<file path="config.mk">
export PLATFORM = sky130hd
export DESIGN_NAME = l0_access_sequencer_flat
export DESIGN_NICKNAME = d
export VERILOG_FILES = /design/src/rtl/conv1d_ctrl_pkg.sv /design/src/rtl/l0_access_sequencer_if.sv /design/src/rtl/l0_access_sequencer_phase_counter.sv /design/src/rtl/l0_access_sequencer.sv /design/src/flat_wrapper.sv
export SDC_FILE = /design/constraint.sdc
export NUM_CORES = 1
export LEC_CHECK = 0
export CAP_MARGIN = 40
export CELL_PAD_IN_SITES_DETAIL_PLACEMENT = 1
export CELL_PAD_IN_SITES_GLOBAL_PLACEMENT = 2
export CORE_UTILIZATION = 23
export DETAILED_ROUTE_END_ITERATION = 6
export MAX_ROUTING_LAYER = met4
export PLACE_DENSITY = 0.75
export SYNTH_ARGS = -nofsm -noshare
export SYNTH_HDL_FRONTEND = slang
export SYNTH_HIERARCHICAL = 1
export SYNTH_SLANG_ARGS = --single-unit
</file>
<file path="constraint.sdc">
create_clock -name clk -period 2.5 [get_ports clk]
set_clock_uncertainty 0.2 [all_clocks]
set_input_delay 0.5 -clock clk [delete_from_list [all_inputs] [get_ports clk]]
set_output_delay 0.5 -clock clk [all_outputs]
set_load 0.01 [all_outputs]
</file>
<file path="src/rtl/conv1d_ctrl_pkg.sv">
// Shared definitions for the Conv1D L0 control path.
// Holds the sequencer state encoding, the L0 status codes and a width helper
// used to size the phase counter.
package conv1d_ctrl_pkg;

    // Sequencer phases, walked once per (output tile, weight tile) pair.
    typedef enum logic [2:0] {
        IDLE    = 3'd0,
        IDX_RST = 3'd1,
        FILL_W  = 3'd2,
        FILL_I  = 3'd3,
        FILL_O  = 3'd4,
        COMPUTE = 3'd5,
        DRAIN   = 3'd6,
        DONE    = 3'd7
    } state_e;

    // L0 buffer status codes seen by the index generator.
    localparam logic [1:0] ST_IDLE  = 2'b00;
    localparam logic [1:0] ST_FILL  = 2'b01;
    localparam logic [1:0] ST_HOLD  = 2'b10;
    localparam logic [1:0] ST_DRAIN = 2'b11;

    // Bits needed to hold any value in 0..max_value (at least one bit).
    function automatic int width_for(input int max_value);
        if (max_value < 2) begin
            return 1;
        end
        return $clog2(max_value + 1);
    endfunction

endpackage

</file>
<file path="src/rtl/l0_access_sequencer_if.sv">
// Control bundle between the L0 access sequencer and its consumers.
// The master side (memory controller / bench) drives Start and Stall; the
// slave side (the sequencer) drives all status, strobe and index-reset lines.
//
// Handshake: Start is a single-cycle request, accepted only on a rising edge
// where the sequencer is IDLE and Stall is low; it is ignored otherwise.
// Stall is a level: while it is high the sequencer holds its state and phase
// count, statuses read 00 and L0_Data_Is_Ready reads 0; index resets are
// never masked.
interface l0_access_sequencer_if #(
    parameter int WT_W = 2,
    parameter int OT_W = 1
);
    import conv1d_ctrl_pkg::*;

    logic            Start;
    logic            Stall;
    logic [1:0]      L0_Weight_Status;
    logic [1:0]      L0_Input_Status;
    logic [1:0]      L0_Output_Status;
    logic            L0_Data_Is_Ready;
    logic            Mem_Weight_Index_Reset;
    logic            Mem_Input_Index_Reset;
    logic            Mem_Output_Index_Reset;
    logic            L0_Weight_Index_Reset;
    logic            L0_Input_Index_Reset;
    logic            L0_Output_Index_Reset;
    logic [WT_W-1:0] Weight_Tile_Index;
    logic [OT_W-1:0] Output_Tile_Index;
    logic            Busy;
    logic            Done;
    state_e          state;

    modport master (
        output Start, Stall,
        input  L0_Weight_Status, L0_Input_Status, L0_Output_Status,
        input  L0_Data_Is_Ready,
        input  Mem_Weight_Index_Reset, Mem_Input_Index_Reset, Mem_Output_Index_Reset,
        input  L0_Weight_Index_Reset, L0_Input_Index_Reset, L0_Output_Index_Reset,
        input  Weight_Tile_Index, Output_Tile_Index,
        input  Busy, Done, state
    );

    modport slave (
        input  Start, Stall,
        output L0_Weight_Status, L0_Input_Status, L0_Output_Status,
        output L0_Data_Is_Ready,
        output Mem_Weight_Index_Reset, Mem_Input_Index_Reset, Mem_Output_Index_Reset,
        output L0_Weight_Index_Reset, L0_Input_Index_Reset, L0_Output_Index_Reset,
        output Weight_Tile_Index, Output_Tile_Index,
        output Busy, Done, state
    );

endinterface

</file>
<file path="src/rtl/l0_access_sequencer_phase_counter.sv">
// Loadable down-counter that times each sequencer phase.
// It is reloaded with (phase length - 1) on every phase entry, counts down
// while enabled and flags terminal count when it sits at zero.
module phase_counter #(
    parameter int W = 5
) (
    input  logic         clk,
    input  logic         rst,
    input  logic         load,
    input  logic         en,
    input  logic [W-1:0] load_value,
    output logic         tc
);

    logic [W-1:0] count;

    // Reload on phase entry, otherwise count down to zero while enabled.
    always_ff @(posedge clk) begin
        if (rst) begin
            count <= '0;
        end else if (load) begin
            count <= load_value;
        end else if (en && (count != '0)) begin
            count <= count - 1'b1;
        end
    end

    assign tc = (count == '0);

endmodule

</file>
<file path="src/rtl/l0_access_sequencer.sv">
// L0 access sequencer for the Conv1D datapath.
// Walks every output tile and, inside it, every weight tile through the
// phases index reset, weight fill, input fill, psum fill, compute and drain.
// Outputs are Moore-decoded from the registered state and tile counters; the
// only combinational input path is Stall masking of statuses and the compute
// strobe.
module l0_access_sequencer
    import conv1d_ctrl_pkg::*;
#(
    parameter int Weight_Nums    = 4,
    parameter int Output_Nums    = 8,
    parameter int L0_Weight_Nums = 2,
    parameter int L0_Output_Nums = 8
) (
    input  logic                   clk,
    input  logic                   rst,
    l0_access_sequencer_if.slave   bus
);

    // Inputs resident per tile follow from the convolution window overlap.
    localparam int L0_Input_Nums = L0_Output_Nums + L0_Weight_Nums - 1;
    localparam int WT_TILES      = Weight_Nums / L0_Weight_Nums;
    localparam int OT_TILES      = Output_Nums / L0_Output_Nums;
    localparam int WT_W          = $clog2(WT_TILES) + 1;
    localparam int OT_W          = $clog2(OT_TILES) + 1;
    localparam int COMPUTE_LEN   = L0_Output_Nums * L0_Weight_Nums;
    localparam int CNT_MAX       = (COMPUTE_LEN > L0_Input_Nums) ? COMPUTE_LEN : L0_Input_Nums;
    localparam int CW            = width_for(CNT_MAX);

    state_e          state;
    state_e          state_next;
    logic [CW-1:0]   load_value;
    logic            load;
    logic            tc;
    logic            advance;
    logic [WT_W-1:0] wt;
    logic [OT_W-1:0] ot;
    logic            last_wt;
    logic            last_ot;

    logic [1:0]      w_st;
    logic [1:0]      i_st;
    logic [1:0]      o_st;
    logic            rdy;
    logic [2:0]      mem_rst;
    logic [2:0]      l0_rst;

    assign last_wt = (wt == WT_W'(WT_TILES - 1));
    assign last_ot = (ot == OT_W'(OT_TILES - 1));
    assign advance = !bus.Stall && tc;
    // Every state change starts a new phase, so the counter reloads then.
    assign load    = (state_next != state);

    // Next phase: leave the current one only when its count expires unstalled.
    always_comb begin
        state_next = state;
        if (!bus.Stall) begin
            case (state)
                IDLE:    if (bus.Start) state_next = IDX_RST;
                IDX_RST: if (tc) state_next = FILL_W;
                FILL_W:  if (tc) state_next = FILL_I;
                FILL_I:  if (tc) state_next = FILL_O;
                FILL_O:  if (tc) state_next = COMPUTE;
                COMPUTE: if (tc) state_next = DRAIN;
                DRAIN:   if (tc) state_next = (last_wt && last_ot) ? DONE : IDX_RST;
                DONE:    if (tc) state_next = IDLE;
                default: state_next = IDLE;
            endcase
        end
    end

    // Length-1 of the phase being entered; single-cycle phases load zero.
    always_comb begin
        load_value = '0;
        case (state_next)
            FILL_W:  load_value = CW'(L0_Weight_Nums - 1);
            FILL_I:  load_value = CW'(L0_Input_Nums - 1);
            FILL_O:  load_value = CW'(L0_Output_Nums - 1);
            COMPUTE: load_value = CW'(COMPUTE_LEN - 1);
            DRAIN:   load_value = CW'(L0_Output_Nums - 1);
            default: load_value = '0;
        endcase
    end

    phase_counter #(
        .W (CW)
    ) u_phase_counter (
        .clk        (clk),
        .rst        (rst),
        .load       (load),
        .en         (!bus.Stall),
        .load_value (load_value),
        .tc         (tc)
    );

    // State register; reset wins over any coincident Start.
    always_ff @(posedge clk) begin
        if (rst) begin
            state <= IDLE;
        end else begin
            state <= state_next;
        end
    end

    // Tile walk: weight tile is the inner loop, both wrap to 0 at the end.
    always_ff @(posedge clk) begin
        if (rst) begin
            wt <= '0;
            ot <= '0;
        end else if ((state == DRAIN) && advance) begin
            if (last_wt) begin
                wt <= '0;
                if (last_ot) begin
                    ot <= '0;
                end else begin
                    ot <= ot + 1'b1;
                end
            end else begin
                wt <= wt + 1'b1;
            end
        end
    end

    // Per-phase status/strobe/reset decode, with statuses and strobe masked by Stall.
    always_comb begin
        w_st    = ST_IDLE;
        i_st    = ST_IDLE;
        o_st    = ST_IDLE;
        rdy     = 1'b0;
        mem_rst = 3'b000;
        l0_rst  = 3'b000;
        case (state)
            IDLE: begin
                mem_rst = 3'b111;
                l0_rst  = 3'b111;
            end
            IDX_RST: begin
                l0_rst = 3'b111;
            end
            FILL_W: begin
                w_st = ST_FILL;
            end
            FILL_I: begin
                w_st = ST_HOLD;
                i_st = ST_FILL;
            end
            FILL_O: begin
                w_st = ST_HOLD;
                i_st = ST_HOLD;
                o_st = ST_FILL;
            end
            COMPUTE: begin
                w_st = ST_HOLD;
                i_st = ST_HOLD;
                o_st = ST_HOLD;
                rdy  = 1'b1;
            end
            DRAIN: begin
                w_st = ST_HOLD;
                i_st = ST_HOLD;
                o_st = ST_DRAIN;
            end
            DONE: begin
                mem_rst = 3'b111;
            end
            default: begin
                w_st = ST_IDLE;
            end
        endcase
        if (bus.Stall) begin
            w_st = ST_IDLE;
            i_st = ST_IDLE;
            o_st = ST_IDLE;
            rdy  = 1'b0;
        end
    end

    assign bus.L0_Weight_Status       = w_st;
    assign bus.L0_Input_Status        = i_st;
    assign bus.L0_Output_Status       = o_st;
    assign bus.L0_Data_Is_Ready       = rdy;
    assign bus.Mem_Weight_Index_Reset = mem_rst[2];
    assign bus.Mem_Input_Index_Reset  = mem_rst[1];
    assign bus.Mem_Output_Index_Reset = mem_rst[0];
    assign bus.L0_Weight_Index_Reset  = l0_rst[2];
    assign bus.L0_Input_Index_Reset   = l0_rst[1];
    assign bus.L0_Output_Index_Reset  = l0_rst[0];
    assign bus.Weight_Tile_Index      = wt;
    assign bus.Output_Tile_Index      = ot;
    assign bus.Busy                   = (state != IDLE);
    assign bus.Done                   = (state == DONE);
    assign bus.state                  = state;

endmodule

</file>
<file path="src/flat_wrapper.sv">
// flat-port wrapper written by rule: the top's interface ports become plain ports
module l0_access_sequencer_flat import conv1d_ctrl_pkg::*;
#(
    parameter int Weight_Nums    = 4,
    parameter int Output_Nums    = 8,
    parameter int L0_Weight_Nums = 2,
    parameter int L0_Output_Nums = 8
)
  (clk, rst, bus_Start, bus_Stall, bus_L0_Weight_Status, bus_L0_Input_Status, bus_L0_Output_Status, bus_L0_Data_Is_Ready, bus_Mem_Weight_Index_Reset, bus_Mem_Input_Index_Reset, bus_Mem_Output_Index_Reset, bus_L0_Weight_Index_Reset, bus_L0_Input_Index_Reset, bus_L0_Output_Index_Reset, bus_Weight_Tile_Index, bus_Output_Tile_Index, bus_Busy, bus_Done, bus_state);
  l0_access_sequencer_if #(.WT_W(2), .OT_W(1)) bus_i ();
  input  logic clk;
  input  logic rst;
  input wire logic [$bits(bus_i.Start)-1:0] bus_Start;
  input wire logic [$bits(bus_i.Stall)-1:0] bus_Stall;
  output wire logic [$bits(bus_i.L0_Weight_Status)-1:0] bus_L0_Weight_Status;
  output wire logic [$bits(bus_i.L0_Input_Status)-1:0] bus_L0_Input_Status;
  output wire logic [$bits(bus_i.L0_Output_Status)-1:0] bus_L0_Output_Status;
  output wire logic [$bits(bus_i.L0_Data_Is_Ready)-1:0] bus_L0_Data_Is_Ready;
  output wire logic [$bits(bus_i.Mem_Weight_Index_Reset)-1:0] bus_Mem_Weight_Index_Reset;
  output wire logic [$bits(bus_i.Mem_Input_Index_Reset)-1:0] bus_Mem_Input_Index_Reset;
  output wire logic [$bits(bus_i.Mem_Output_Index_Reset)-1:0] bus_Mem_Output_Index_Reset;
  output wire logic [$bits(bus_i.L0_Weight_Index_Reset)-1:0] bus_L0_Weight_Index_Reset;
  output wire logic [$bits(bus_i.L0_Input_Index_Reset)-1:0] bus_L0_Input_Index_Reset;
  output wire logic [$bits(bus_i.L0_Output_Index_Reset)-1:0] bus_L0_Output_Index_Reset;
  output wire logic [$bits(bus_i.Weight_Tile_Index)-1:0] bus_Weight_Tile_Index;
  output wire logic [$bits(bus_i.Output_Tile_Index)-1:0] bus_Output_Tile_Index;
  output wire logic [$bits(bus_i.Busy)-1:0] bus_Busy;
  output wire logic [$bits(bus_i.Done)-1:0] bus_Done;
  output wire logic [$bits(bus_i.state)-1:0] bus_state;
  assign bus_i.Start = bus_Start;
  assign bus_i.Stall = bus_Stall;
  assign bus_L0_Weight_Status = bus_i.L0_Weight_Status;
  assign bus_L0_Input_Status = bus_i.L0_Input_Status;
  assign bus_L0_Output_Status = bus_i.L0_Output_Status;
  assign bus_L0_Data_Is_Ready = bus_i.L0_Data_Is_Ready;
  assign bus_Mem_Weight_Index_Reset = bus_i.Mem_Weight_Index_Reset;
  assign bus_Mem_Input_Index_Reset = bus_i.Mem_Input_Index_Reset;
  assign bus_Mem_Output_Index_Reset = bus_i.Mem_Output_Index_Reset;
  assign bus_L0_Weight_Index_Reset = bus_i.L0_Weight_Index_Reset;
  assign bus_L0_Input_Index_Reset = bus_i.L0_Input_Index_Reset;
  assign bus_L0_Output_Index_Reset = bus_i.L0_Output_Index_Reset;
  assign bus_Weight_Tile_Index = bus_i.Weight_Tile_Index;
  assign bus_Output_Tile_Index = bus_i.Output_Tile_Index;
  assign bus_Busy = bus_i.Busy;
  assign bus_Done = bus_i.Done;
  assign bus_state = bus_i.state;
  l0_access_sequencer #(.Weight_Nums(Weight_Nums), .Output_Nums(Output_Nums), .L0_Weight_Nums(L0_Weight_Nums), .L0_Output_Nums(L0_Output_Nums)) u_core (.clk(clk), .rst(rst), .bus(bus_i));
endmodule
</file>
==> flow_metrics.py <==
metrics = {
    "clock_network": {
        "cts_tree": "built",
        "ctsHoldBuffers": 0,
        "htreeDepth": 1,
        "cts_buffers": 3,
        "root_buffer": "clkbuf_4",
        "clockBufferDepth": 2,
        "clock_sinks": 10,
        "clk_pin_slew_worst_paths_ns": 0.08,
        "clock_latency_ns": 0.27,
    },
    "setup_path": {
        "arrival_ns": 1.74,
        "critical_path_class": "primary input to primary output",
        "crit_fanout": 5,
        "cp-end-kind": "primary output",
        "required_ns": 1.80,
        "crit_path_start_kind": "primary input",
    },
    "place": {
        "place_inst": 171,
        "hpwl_mm": 1.78,
        "gp_congestion": 0.771,
        "port-buffer-count": 23,
    },
    "final_layout": {
        "nets": 135,
        "final_common_cell": "clkdlybuf4s50_1",
        "multi_input_area_um2": 493,
        "drive_gt1_share_pct": 21.7,
        "final_cell_mix": "clkdlybuf4s50_1, nor2_1, buf_4, dfxtp_1",
        "fin_cells": 175,
        "utilization_pct": 33.9,
        "n_antenna_cell": 0,
        "area_growth_pct": 41.6,
        "fillers": 432,
        "regArea_um2": 201,
    },
    "global_route": {
        "grt_pass1_vias": 786,
        "grt_max_degree": 13,
        "grt_pass1_wl_mm": 3.81,
        "grt_usage_pct": 14.6,
        "grt.overflow.total": 0,
        "antenna_found_initial": 0,
    },
    "route": {
        "drt.antenna.violating_nets": 0,
        "wire_per_inst_um": 12.9,
        "drt-pass1-iter-count": 3,
        "viasPerCell": 4.55,
        "via_count": 796,
        "drtIter0Drc": 16,
        "drc": 0,
        "wirelength_mm": 2.27,
    },
    "floorplan": {
        "io_pins": 25,
        "die_x_um": 61.0,
        "std_cell_rows": 21,
        "core_mm2": 0.00334,
        "dieHeight_um": 61.0,
        "start_util_pct": 24.0,
        "die_area_mm2": 0.00372,
    },
    "pwr": {
        "total_power_uw": 629,
        "peakVddDrop_v": 0.000312,
        "leakage_uw": 0.000484,
        "powerDensity_mw_per_mm2": 556,
    },
    "flow_run": {
        "maxCapViolations": 0,
    },
    "timing": {
        "maxSlewViolCount": 0,
        "fmax_mhz": 411,
        "period_needed_ns": 2.44,
        "tightest_slew_ns": 0.588,
        "rsz0062_at_grt": "false",
        "setup_viol": 0,
        "hold_viol": 0,
        "period_share_pct": 97.4,
        "relSlewSlack_pct": 60.7,
    },
    "synthesis": {
        "yosysSeqAreaShare_pct": 25.0,
        "avgSynthCellArea_um2": 7.92,
        "syn_inst": 101,
        "synth_edf_count": 0,
        "synth_warnings": 6,
        "synth.distinct_cells": 41,
        "synth_ff_type": "dfxtp_1",
        "syn_area_um2": 800,
        "ys_async_sr_fraction_pct": 0,
        "yosys_register_bits": 10,
    },
    "min_path": {
        "hold_class": "flip-flop to flip-flop",
    },
    "run_status": {
        "outcome": "complete, no violations",
    },
}
[metrics by stage]
stage               hold slack (ns)  setup slack, ns  area, µm²  TNS (ns)
finish                        0.266           0.0642       1130         0
floorplan                     0.275           0.0568        803         0
global placement              0.247          -0.0145       1090   -0.0207
CTS                           0.270           0.0250       1120         0
detailed placement            0.258          -0.0735       1090    -0.125
global route                  0.287          0.00331       1130         0
[registers in the layout (all words and copies together), names as in the netlist]
name                          cells
u_core/bus.Weight_Tile_Index      2
u_core/u_phase_counter/count      5
u_core/bus.state                  3
[area by class of cell]
cell class / instances / share of cell area, %
multi-input combinational: 72 / 43.5
tap: 46 / 5.08
inverter: 9 / 2.98
timing repair buffer: 34 / 27.4
clock buffer: 4 / 3.20
sequential: 10 / 17.8
[worst max-delay path: stages]
cell and delay [ns]:
clkdlybuf4s50_1 0.47, nor3_1 0.20, clkdlybuf4s50_1 0.56
[timing repair]
action | in CTS | in global routing
setup endpoints to repair | 8 | 5
gates resized for setup | 7 | 8
setup buffers | 0 | 0
[cell usage after synthesis, types with 2 or more instances]
cell,instances,area share (%)
a311oi_1,2,2.2
a21o_1,2,1.9
buf_6,3,4.2
nor3_1,5,3.1
nand3_1,2,1.3
nor2b_1,3,2.3
o21ai_0,4,2.5
buf_4,5,4.7
nand2b_1,3,2.3
buf_2,2,1.3
a21oi_1,7,4.4
inv_1,9,4.2
dfxtp_1,10,25
nor2_1,12,5.6
nand2_1,5,2.3
or3_1,2,1.6
[final timing paths]
path,from,endpoint,slack (ns),cells past startpoint
max,bus_Stall,bus_L0_Input_Status[0],0.06,3
min,u_core/bus.Weight_Tile_Index[1],u_core/bus.Weight_Tile_Index[1],0.27,2
max reg2reg,u_core/u_phase_counter/count[0],u_core/u_phase_counter/count[3],0.21,10
min reg2reg,u_core/bus.Weight_Tile_Index[1],u_core/bus.Weight_Tile_Index[1],0.27,2
[metal layers]
| metal | share of wire (%) | track usage [%] | wire length [µm] | vias up |
|---|---|---|---|---|
| li1 | - | - | - | 402 |
| met1 | 45 | 16.5 | 1010 | 369 |
| met2 | 51 | 25.3 | 1160 | 23 |
| met3 | 4.1 | 3.84 | 92 | 2 |
| met4 | 0.40 | 3.90 | 9 | 0 |
| met5 | 0 | - | 0 | - |
[report_power, final]
group,internal [µW],switching [µW]
clock,88.5,64.9
sequential,177,16.7
combinational,142,140
[logic make-up (layout without fill, tap and decap cells)]
logic type	after synthesis	in the layout	share of synthesized area, %
and+or+nand+nor	40	40	28.6
AOI/OAI and AO/OA	25	25	24.6
buffers and inverters	20	47	14.9
DFF	10	10	25.0
xor gates and xnor gates	2	2	2.19
muxes	2	2	2.66
adders and majority gates	1	1	1.56
other	1	2	0.469
No activity file was read; power rests on OpenSTA's default activity.
